--- config.mk ---
export PLATFORM = sky130hd
export DESIGN_NAME = dmem_port_arbiter
export DESIGN_NICKNAME = d
export VERILOG_FILES = /design/src/rtl/dmem_port_arbiter_pkg.sv /design/src/rtl/dmem_port_arbiter.sv
export SDC_FILE = /design/constraint.sdc
export NUM_CORES = 1
export LEC_CHECK = 0
export BUFFER_PORTS_ARGS = -buffer_cell sky130_fd_sc_hd__buf_2
export CAP_MARGIN = 5
export CORE_UTILIZATION = 42
export CTS_BUF_LIST = sky130_fd_sc_hd__clkbuf_16
export CTS_CLUSTER_DIAMETER = 150
export DETAILED_ROUTE_END_ITERATION = 10
export PLACE_DENSITY = 0.79
export SLEW_MARGIN = 20
export SYNTH_ARGS = -nofsm -noshare
export SYNTH_HDL_FRONTEND = slang
export SYNTH_SLANG_ARGS = --single-unit
--- constraint.sdc ---
create_clock -name clk_i -period 1.77 [get_ports clk_i]
set_clock_uncertainty 0.05 [all_clocks]
set_input_delay 0.2655 -clock clk_i [delete_from_list [all_inputs] [get_ports clk_i]]
set_output_delay 0.2655 -clock clk_i [all_outputs]
set_load 0.01 [all_outputs]
--- src/rtl/dmem_port_arbiter_pkg.sv ---
// Shared types for the MEM-stage data-memory port arbiter: FSM states, transaction
// owner and the latched request payload.
package dmem_port_arbiter_pkg;

  localparam int unsigned BUS_W = 32;

  typedef logic [BUS_W-1:0] bus32_t;

  typedef enum logic [1:0] {
    IDLE     = 2'd0,
    REQ      = 2'd1,
    WAIT_RSP = 2'd2
  } dmem_arb_state_t;

  typedef enum logic [1:0] {
    NONE  = 2'd0,
    LOAD  = 2'd1,
    STORE = 2'd2
  } dmem_owner_t;

  typedef struct packed {
    logic        we;
    bus32_t      addr;
    bus32_t      wdata;
    dmem_owner_t owner;
  } dmem_req_t;

endpackage

--- src/rtl/dmem_port_arbiter.sv ---
// Shares the single data-memory port between the load unit and the store-buffer drain.
// Loads win by default; a store that keeps losing is forced through after STARVE_MAX losses.
module dmem_port_arbiter
  import dmem_port_arbiter_pkg::*;
#(
  parameter int unsigned STARVE_MAX = 4
) (
  input  logic        clk_i,
  input  logic        rstn_i,
  input  logic        ld_req_valid_i,
  output logic        ld_req_ready_o,
  input  logic [31:0] ld_addr_i,
  output logic        ld_rsp_valid_o,
  output logic [31:0] ld_rsp_data_o,
  input  logic        st_req_valid_i,
  output logic        st_req_ready_o,
  input  logic [31:0] st_addr_i,
  input  logic [31:0] st_data_i,
  output logic        mem_req_valid_o,
  input  logic        mem_req_ready_i,
  output logic        mem_we_o,
  output logic [31:0] mem_addr_o,
  output logic [31:0] mem_wdata_o,
  input  logic        mem_rsp_valid_i,
  input  logic [31:0] mem_rdata_i
);

  localparam int unsigned CNT_W = $clog2(STARVE_MAX + 1);
  localparam logic [CNT_W-1:0] CNT_MAX = CNT_W'(STARVE_MAX);

  dmem_arb_state_t  r_state;
  dmem_arb_state_t  w_state_nxt;
  dmem_req_t        r_req;
  logic [CNT_W-1:0] r_starve_cnt;
  logic             r_ld_rsp_valid;
  bus32_t           r_ld_rsp_data;
  logic             w_ld_grant;
  logic             w_st_grant;
  logic             w_rsp_done;

  // Grant and next-state: arbitration happens only while the port is idle.
  always_comb begin
    w_state_nxt = r_state;
    w_ld_grant  = 1'b0;
    w_st_grant  = 1'b0;
    case (r_state)
      IDLE: begin
        if (st_req_valid_i && (!ld_req_valid_i || (r_starve_cnt == CNT_MAX))) begin
          w_st_grant = 1'b1;
        end else if (ld_req_valid_i) begin
          w_ld_grant = 1'b1;
        end
        if (w_ld_grant || w_st_grant) begin
          w_state_nxt = REQ;
        end
      end
      REQ: begin
        if (mem_req_ready_i) begin
          w_state_nxt = WAIT_RSP;
        end
      end
      WAIT_RSP: begin
        if (mem_rsp_valid_i) begin
          w_state_nxt = IDLE;
        end
      end
      default: w_state_nxt = IDLE;
    endcase
  end

  assign w_rsp_done = (r_state == WAIT_RSP) && mem_rsp_valid_i;

  // FSM, request payload, starvation counter and load response.
  always_ff @(posedge clk_i or negedge rstn_i) begin
    if (!rstn_i) begin
      r_state        <= IDLE;
      r_req          <= '{we: 1'b0, addr: '0, wdata: '0, owner: NONE};
      r_starve_cnt   <= '0;
      r_ld_rsp_valid <= 1'b0;
      r_ld_rsp_data  <= '0;
    end else begin
      r_state        <= w_state_nxt;
      r_ld_rsp_valid <= 1'b0;
      if (w_st_grant) begin
        r_req        <= '{we: 1'b1, addr: st_addr_i, wdata: st_data_i, owner: STORE};
        r_starve_cnt <= '0;
      end else if (w_ld_grant) begin
        r_req <= '{we: 1'b0, addr: ld_addr_i, wdata: '0, owner: LOAD};
        if (st_req_valid_i && (r_starve_cnt != CNT_MAX)) begin
          r_starve_cnt <= r_starve_cnt + CNT_W'(1);
        end
      end
      // Store acks are absorbed here; only load data goes back upstream.
      if (w_rsp_done) begin
        r_req.owner <= NONE;
        if (r_req.owner == LOAD) begin
          r_ld_rsp_valid <= 1'b1;
          r_ld_rsp_data  <= mem_rdata_i;
        end
      end
    end
  end

  // Ready is gated by reset so nothing handshakes while the port is held in reset.
  assign ld_req_ready_o  = w_ld_grant && rstn_i;
  assign st_req_ready_o  = w_st_grant && rstn_i;
  assign mem_req_valid_o = (r_state == REQ);
  assign mem_we_o        = r_req.we;
  assign mem_addr_o      = r_req.addr;
  assign mem_wdata_o     = r_req.wdata;
  assign ld_rsp_valid_o  = r_ld_rsp_valid;
  assign ld_rsp_data_o   = r_ld_rsp_data;

endmodule

; Word-level counts from Yosys, hierarchy flattened
; Cells that the tools add are included.
[totals]
regBits = 105
output_inout_bits = 101
[classes]
n_eq_ne = 8
mux = 19
n_addsub = 1
n_reduce_logical = 15
[op_table]
columns = op, n
row1 = two-way mux 67 bit, 2
row2 = two-way mux 1 bit, 9
row3 = two-way mux 3 bit, 3
row4 = two-way mux 2 bit, 4
row5 = one-hot mux 2 bit (3 select lines), 1
row6 = logical AND 1 bit, 5
row7 = == test 2 x 1 -> 1 bit (second input constant), 2
row8 = != test 2 bit (second input constant), 2
row9 = AND reduction 2 bit, 2
row10 = nonzero test 2 bit, 2
row11 = adder 3 x 1 -> 3 bit (second input constant), 1
row12 = == test 3 bit (second input constant), 1
row13 = != test 3 bit (second input constant), 1
row14 = AND reduction 3 bit, 1
row15 = nonzero test 3 bit, 1
row16 = == test 2 bit (second input constant), 1
row17 = logical NOT 2 bit, 1
row18 = logical OR 1 bit, 2
row19 = != test 2 x 1 -> 1 bit (second input constant), 1
row20 = logical NOT 1 bit, 1

; Logic depth before layout (Yosys ltp)
; Gate-level depths: netlist (run 1).
[depth]
depth_word = 9
depth_mapped = 8
depth_no_buf = 5

; Worst setup path after synthesis (run 1)
; OpenSTA, ideal clock, no wires.
[synth_timing]
kind = flip-flop to flip-flop
startpoint = register r_starve_cnt[0]
endpoint = register r_req, in the netlist mem_wdata_o[24]
stages_incl_launch_ff = 9
path_buffers = 3
synth_period_minus_slack_ps = 1694
arrival_time_ps = 1523
setup_time_ps = 121
setup_slack_ps = 76
path_cell_list = dfrtp_1 > inv_1 > ha_1 > a21bo_1 > buf_6 > and2_4 > buf_6 > buf_6 > a22o_1
[synth_between]
elab_chain_cells = 7
[synth_rtl]
columns = item, line_no
row1 = start: declaration, dmem_port_arbiter.sv:34  ; logic [CNT_W-1:0] r_starve_cnt;
row2 = start signal: assignment, dmem_port_arbiter.sv:90  ; r_starve_cnt <= r_starve_cnt + CNT_W'(1);
row3 = == test 3 bit *, dmem_port_arbiter.sv:48  ; if (st_req_valid_i && (!ld_req_valid_i || (r_starve_cnt == CNT_MAX))) begin
row4 = logical OR 1 bit *, dmem_port_arbiter.sv:48
row5 = logical AND 1 bit *, dmem_port_arbiter.sv:48
row6 = two-way mux 1 bit, dmem_port_arbiter.sv:48
row7 = two-way mux 1 bit (2 in a row), dmem_port_arbiter.sv:46  ; case (r_state)
row8 = two-way mux 67 bit / nonzero test 2 bit (equally long branches), n/a
row9 = end signal: assignment, dmem_port_arbiter.sv:77  ; r_req <= '{we: 1'b0, addr: '0, wdata: '0, owner: NONE};
row10 = end signal: assignment, dmem_port_arbiter.sv:85  ; r_req <= '{we: 1'b1, addr: st_addr_i, wdata: st_data_i, owner: STORE};
row11 = end signal: assignment, dmem_port_arbiter.sv:88  ; r_req <= '{we: 1'b0, addr: ld_addr_i, wdata: '0, owner: LOAD};
row12 = end: declaration, dmem_port_arbiter.sv:33  ; dmem_req_t r_req;
; Every way passes the cells marked *; elsewhere a longest branch is shown, timed or not. The select of a mux whose other input is x is not followed.
; A chain may end at the register's enable or synchronous reset.

; Worst setup path in the final report (run 1)
[layout_timing]
startpoint = register r_starve_cnt[1]
endpoint = output port st_req_ready_o
[layout_between]
elab_chain_cells = 7
[layout_rtl]
columns = item, line_no
row1 = == test 3 bit, dmem_port_arbiter.sv:48
row2 = logical OR 1 bit, dmem_port_arbiter.sv:48
row3 = logical AND 1 bit, dmem_port_arbiter.sv:48
row4 = two-way mux 1 bit, dmem_port_arbiter.sv:48
row5 = two-way mux 1 bit (2 in a row), dmem_port_arbiter.sv:46
row6 = logical AND 1 bit, dmem_port_arbiter.sv:106  ; assign st_req_ready_o = w_st_grant && rstn_i;
row7 = end: declaration, dmem_port_arbiter.sv:16  ; output logic st_req_ready_o,
; No other way between the ends. The select of a mux whose other input is x is not followed.

==> impl_metrics.json, run 1 <==
{
  "outcome": "complete, but fails checks",
  "violations": "negative setup slack",
  "hpwlAfterDp_um": 8910,
  "place_inst": 724,
  "finalMaxSlewViolations": 0,
  "synth.ff_latch_count": 105,
  "yosysSeqAreaShare_pct": 53.0,
  "pwr-share-comb_pct": 47.0,
  "path_clk_slew_ns": 0.07,
  "worst_pin_slew_ns": 0.630,
  "internal_power_mw": 7.44,
  "hold_viol_final": 0,
  "fin_ws_ns": -0.102,
  "critPathArrivalTime_ns": 1.56,
  "ys_top_cells_by_area": "dfrtp_1 53%, buf_4 9.7%, mux2_2 6.6%, a22o_1 5.7%, o311ai_0 4.2%",
  "slew_headroom_pct": 58.0,
  "final_cell_mix": "231 x buf_2, 104 x dfrtp_1, 34 x nand3_1, 33 x inv_1, 33 x o21ai_0",
  "ys_types": 31,
  "clockBufferDepth": 2,
  "power.density_nw_per_um2": 1740,
  "finish.utilization_pct": 59.7,
  "drt_pass1_iterations": 4,
  "start_util_pct": 43.2,
  "core_area_sq_um": 11500,
  "num-nets-final": 751,
  "syn_area_per_cell_sq_um": 11.6,
  "yosysWarningCount": 0,
  "drtAntennaViolNets": 0,
  "final_area_sq_um": 6850,
  "required_ns": 1.45,
  "gp_congestion": 0.764,
  "place_area_sq_um": 5860,
  "switching_share_pct": 37.7,
  "cts_sinks": 105,
  "htree_levels": 3,
  "synth_nets": 564,
  "insertion_delay_ns": 0.35,
  "fin_crit_ns": 1.87,
  "drive_above_1_share_pct": 57.9,
  "wire_per_inst_um": 18.9,
  "rsz0062_at_grt": "true",
  "die_x_um": 111,
  "slowest_stage": "dfrtp_1",
  "startpoint_type": "flip-flop",
  "grt_use_total_pct": 21.3,
  "drt-vias-per-instance": 5.27,
  "rows": 39,
  "worstSetupEndpointType": "output pin",
  "maxCapViolations": 0,
  "power_frac_clock_pct": 17.5,
  "yosys.area.top_type": "dfrtp_1",
  "max_freq_mhz": 534,
  "dp_slack_ns": 0.00587,
  "r2r_cells": 7,
  "grt_first_pass_wirelength_um": 20500,
  "ir_worst_vdd_mv": 0.991,
  "r2r_slack_ns": 0,
  "diodes": 0,
  "p_seq_share_pct": 35.5,
  "port_buffers": 234,
  "setup_viol": 1,
  "holdWs_ns": 0.0680,
  "wl_um": 14400,
  "slowest_delay_ns": 0.38,
  "post-route-period-util_pct": 106,
  "hold-path-cell-count": 2,
  "antenna_found_initial": 0,
  "vias": 4020,
  "synth.cell_area_sq_um": 4950,
  "drc_errors": 0,
  "power_mw": 11.9,
  "grt_max_degree": 80,
  "cts-root-buf": "clkbuf_16",
  "syn_inst": 428,
  "crit_fanout": 2,
  "power.switching_mw": 4.51,
  "first_iter_violations": 323,
  "path_class": "reg -> out",
  "path_cells": "inv_2, ha_4, a21bo_4, buf_12, and3_4, buf_6",
  "synth_top_cell_area_share_pct": 53.0,
  "dieArea_sq_um": 12200,
  "stdcell_count": 763,
  "hold_path.class": "in -> reg",
  "gr-total-overflow": 0,
  "ios": 235,
  "grt_pass1_vias": 3998,
  "cts_tree": "built",
  "cts_buffers": 9,
  "setup_tns_ns": -0.102,
  "layout_commonest_cell": "buf_2",
  "die_y_um": 111,
  "p_leak_nw": 3.46,
  "area_growth_pct": 38.2
}
==> area by class of cell <==
cell class	instances	area (sq um)
fill	941	4620
sequential	105	2630
multi-input combinational	194	1880
timing repair buffer	270	1720
clock buffer	9	225
tap	143	179
inverter	35	131
clock inverter	7	83.8
==> metal layers <==
| layer | vias up | part of all wire (%) | GRT usage (%) |
|---|---|---|---|
| met2 | 181 | 53 | 36.4 |
| li1 | 1834 | - | - |
| met1 | 1984 | 40 | 26.7 |
| met4 | 0 | 2.0 | 8.80 |
| met5 | - | 0 | 0 |
| met3 | 21 | 5.6 | 3.57 |
==> cells in the mapped netlist <==
cell        n
o211a_1     1
a31oi_1     1
a22o_1     32
and2_4      1
nor4bb_1    1
xnor2_1     1
a21o_1      1
nand2_1     3
buf_2       5
buf_4      64
dfrtp_1   105
nor3b_4     1
nand2b_1    2
o21ai_0    38
mux2_2     29
nand3_1    35
or2_0       1
o311ai_2    6
a21boi_0    1
nor3b_1     1
mux2_1      3
nor2_1      4
nand3b_1    1
o311ai_1    2
a21bo_1     1
inv_1      35
clkbuf_1   15
o311ai_0   24
and3_1      1
ha_1        2
buf_6      11
==> worst max-delay path: cells and delay by family, from the launching register on <==
family / cells / cell delay [ns]
compound gates: 1 / 0.22
fa+ha+maj: 1 / 0.16
buf+inv: 3 / 0.29
flops: 1 / 0.38
simple gates: 1 / 0.16
==> final timing paths <==
path                                      start              to
max in group asynchronous                rstn_i  mem_wdata_o[3]
worst min-delay path            mem_req_ready_i      r_state[0]
worst min register to register         mem_we_o        mem_we_o
worst max-delay path            r_starve_cnt[1]  st_req_ready_o
worst max register to register  r_starve_cnt[1]  mem_addr_o[17]
min in group asynchronous                rstn_i  mem_addr_o[25]
==> state kept, by name, indices dropped and copies added, names as in the netlist <==
signal          cells
r_state             2
r_req               2
r_starve_cnt        3
ld_rsp_data_o      32
mem_addr_o         32
mem_we_o            1
mem_wdata_o        32
ld_rsp_valid_o      1
==> repair_timing <==
action / CTS / global route
buffers inserted: 7 / 5
endpoints found under the setup margin: 4 / 76
pin swaps: 4 / 10
gates resized for setup: 27 / 55
hold buffers: 1 / 0
gates cloned: 1 / 10
endpoints found under the hold margin: 42 / 0
==> power by group through the flow <==
| stage | registers (mW) | clock network, mW | logic [mW] |
|---|---|---|---|
| after global routing | 4.36 | 2.22 | 6.02 |
| final | 4.23 | 2.09 | 5.62 |
| after detailed placement | 4.22 | 0 | 4.49 |
| after global placement | 4.16 | 0 | 4.35 |
| after CTS | 4.21 | 2.13 | 4.76 |
| after floorplan | 4.26 | 0 | 3.36 |
==> kinds of logic after synthesis <==
family	Yosys count	share of synthesized area (%)
fa+ha+maj	2	0.505
flops	105	53.0
buf+inv	130	16.5
simple gates	51	5.63
compound gates	107	16.9
xor+xnor	1	0.177
mux	32	7.27
Power figures use the tool's default switching activity.
==> run 2: changes to the inputs <==
--- a/config.mk
+++ b/config.mk
@@ -5,13 +5,15 @@
 export SDC_FILE = /design/constraint.sdc
 export NUM_CORES = 1
 export LEC_CHECK = 0
+export ABC_AREA = 1
 export BUFFER_PORTS_ARGS = -buffer_cell sky130_fd_sc_hd__buf_2
 export CAP_MARGIN = 5
-export CORE_UTILIZATION = 42
+export CORE_UTILIZATION = 43
 export CTS_BUF_LIST = sky130_fd_sc_hd__clkbuf_16
 export CTS_CLUSTER_DIAMETER = 150
 export DETAILED_ROUTE_END_ITERATION = 10
-export PLACE_DENSITY = 0.79
+export PLACE_DENSITY = 0.8
+export SETUP_SLACK_MARGIN = 0.1
 export SLEW_MARGIN = 20
 export SYNTH_ARGS = -nofsm -noshare
 export SYNTH_HDL_FRONTEND = slang
==> impl_metrics.json, run 2 <==
{
  "diodes": 0,
  "rows": 40,
  "fillers": 1135,
  "grt.met3_usage_pct": 5.20,
  "ys_types": 22,
  "die_x_um": 113,
  "slew_headroom_pct": 71.9,
  "grt_first_pass_wirelength_um": 21000,
  "grt_use_total_pct": 21.1,
  "drt_pass1_iterations": 5,
  "yosysMostFrequentCell": "nand2_1",
  "crit_fanout": 3,
  "num-nets-final": 973,
  "slowest_delay_ns": 0.39,
  "p_leak_nw": 4.03,
  "grt_pass1_vias": 4315,
  "die_y_um": 113,
  "outcome": "complete, but fails checks",
  "dieArea_sq_um": 12800,
  "yosys.area.top_type": "dfrtp_1",
  "hpwlAfterDp_um": 9350,
  "hold_viol_final": 0,
  "power.density_nw_per_um2": 1690,
  "grt_max_degree": 80,
  "gr-total-overflow": 0,
  "seq_area_sq_um": 2630,
  "core_area_sq_um": 12000,
  "worst_pin_slew_ns": 0.421,
  "critPathArrivalTime_ns": 1.46,
  "synth_edf_count": 0,
  "area_growth_pct": 26.7,
  "path_class": "reg -> out",
  "wl_um": 13300,
  "power_mw": 11.4,
  "required_ns": 1.45,
  "crit_path_frequent_cell": "nand2_4",
  "multiInputGateArea_sq_um": 1660,
  "rsz0062_at_grt": "true",
  "vias": 4714,
  "gp_congestion": 0.829,
  "violations": "negative setup slack",
  "worstSetupEndpointType": "output pin",
  "syn_area_per_cell_sq_um": 8.00,
  "wire_per_inst_um": 13.5,
  "drt-vias-per-instance": 4.77,
  "ios": 235,
  "htree_levels": 3,
  "start_util_pct": 44.2,
  "first_iter_violations": 260,
  "ir_worst_vdd_mv": 1.02,
  "cts_sinks": 105,
  "drive_above_1_share_pct": 34.9,
  "startpoint_type": "flip-flop",
  "path_clk_slew_ns": 0.08,
  "fin_ws_ns": -0.00240,
  "synth.cell_area_sq_um": 5310,
  "setup_viol": 1,
  "max_freq_mhz": 564,
  "maxCapViolations": 0,
  "drtAntennaViolNets": 0,
  "synth_nets": 800,
  "drc_errors": 0,
  "dp_slack_ns": 0.142,
  "fin_crit_ns": 1.77,
  "yosysSeqAreaShare_pct": 49.5,
  "layout_commonest_cell": "buf_2",
  "crit_buf_inv": 4,
  "synthFlopType": "dfrtp_1",
  "cts_buffers": 9,
  "antenna_found_initial": 0,
  "top_usage_layer": "met2",
  "post-route-period-util_pct": 100,
  "yosysWarningCount": 0,
  "cts_tree": "built",
  "port_buffers": 234,
  "synthArstFlopShare_pct": 100,
  "synth.ff_latch_count": 105,
  "met2_usage_pct": 34.8,
  "synthTopCellsByCount": "202 x nand2_1, 105 x dfrtp_1, 103 x inv_1, 69 x buf_4, 69 x nand3_1",
  "finalMaxSlewViolations": 0,
  "hold_path.class": "in -> reg",
  "clockBufferDepth": 2,
  "slowest_stage": "dfrtp_1",
  "grt_util_met1_pct": 27.2,
  "synth_top_cell_area_share_pct": 49.5,
  "syn_inst": 664,
  "cts-root-buf": "clkbuf_16",
  "finish.utilization_pct": 56.0,
  "ys_top_cells_by_area": "dfrtp_1 49%, nand2_1 14%, buf_4 9.8%, inv_1 7.3%, nand3_1 6.5%",
  "cp_top_family": "flip-flops",
  "insertion_delay_ns": 0.34,
  "final_cell_mix": "232 x buf_2, 199 x nand2_1, 105 x dfrtp_1, 101 x inv_1, 68 x nand3_1",
  "path_cells": "inv_2, ha_4, nand2_4, nand2_4, buf_12, nand2_2, nand4_1, inv_1, buf_2"
}
==> run 2: cells by family after synthesis <==
| group | after synthesis | share of synthesized area, % |
|---|---|---|
| adders and majority gates | 2 | 0.471 |
| and+or+nand+nor | 310 | 25.6 |
| DFF | 105 | 49.5 |
| buffers and inverters | 207 | 20.5 |
| AOI/OAI and AO/OA | 39 | 3.79 |
| xor gates and xnor gates | 1 | 0.165 |
==> run 2: timing repair <==
action | 4_1_cts | 5_1_grt
gates resized for setup | 15 | 3
pin swaps | 4 | 3
setup endpoints to repair | 2 | 7
hold endpoints to repair | 105 | 0
buffers inserted | 7 | 1
gates cloned | 3 | 0
hold buffers | 1 | 0
==> run 2: worst paths after layout <==
kind | cells past startpoint | start | slack (ns) | end
min reg2reg | 2 | mem_addr_o[30] | 0.42 | mem_addr_o[30]
max in group asynchronous | 3 | rstn_i | 0.71 | mem_wdata_o[15]
max reg2reg | 9 | r_starve_cnt[1] | 0.16 | mem_addr_o[11]
min | 3 | mem_rdata_i[23] | 0.07 | ld_rsp_data_o[23]
max | 9 | r_starve_cnt[1] | -0.002 | ld_req_ready_o
min in group asynchronous | 3 | rstn_i | 0.61 | mem_wdata_o[31]
==> run 2: where the power goes <==
part	internal, mW	leakage (nW)	switching [mW]
clock	1.13	0.149	0.938
sequential	3.58	1.31	0.636
combinational	2.16	2.57	2.94
==> run 2: cell type report <==
cell class,instances,area share (%)
clock inverters,7,1.25
flip-flops and latches,105,39.1
clock buffers,9,3.35
inverters,105,5.86
well taps,147,2.73
multi-input cells,352,24.7
repair buffers,264,23.1
==> run 2: per-layer routing <==
metal	vias to the layer above	wire length [um]
li1	2335	-
met5	-	0
met3	18	1040
met2	241	6310
met1	2120	5700
met4	0	265
==> run 2: worst reg2reg max path: cells and delay by family, from the launching register on <==
| family | cells | cell delay, ns |
|---|---|---|
| and+or+nand+nor | 5 | 0.37 |
| buffers and inverters | 3 | 0.56 |
| DFF | 1 | 0.39 |
| adders and majority gates | 1 | 0.14 |
==> run 2: metrics by stage <==
stage	hold slack, ns	setup TNS (ns)	cell area (sq um)	std cells
2_1_floorplan	-0.0801	0	5310	664
3_3_place_gp	0.315	0	6190	961
3_5_place_dp	0.322	0	6190	961
4_1_cts	0.0596	-0.0529	6720	988
5_1_grt	0.0653	-0.144	6730	989
6_report	0.0729	-0.00240	6730	989
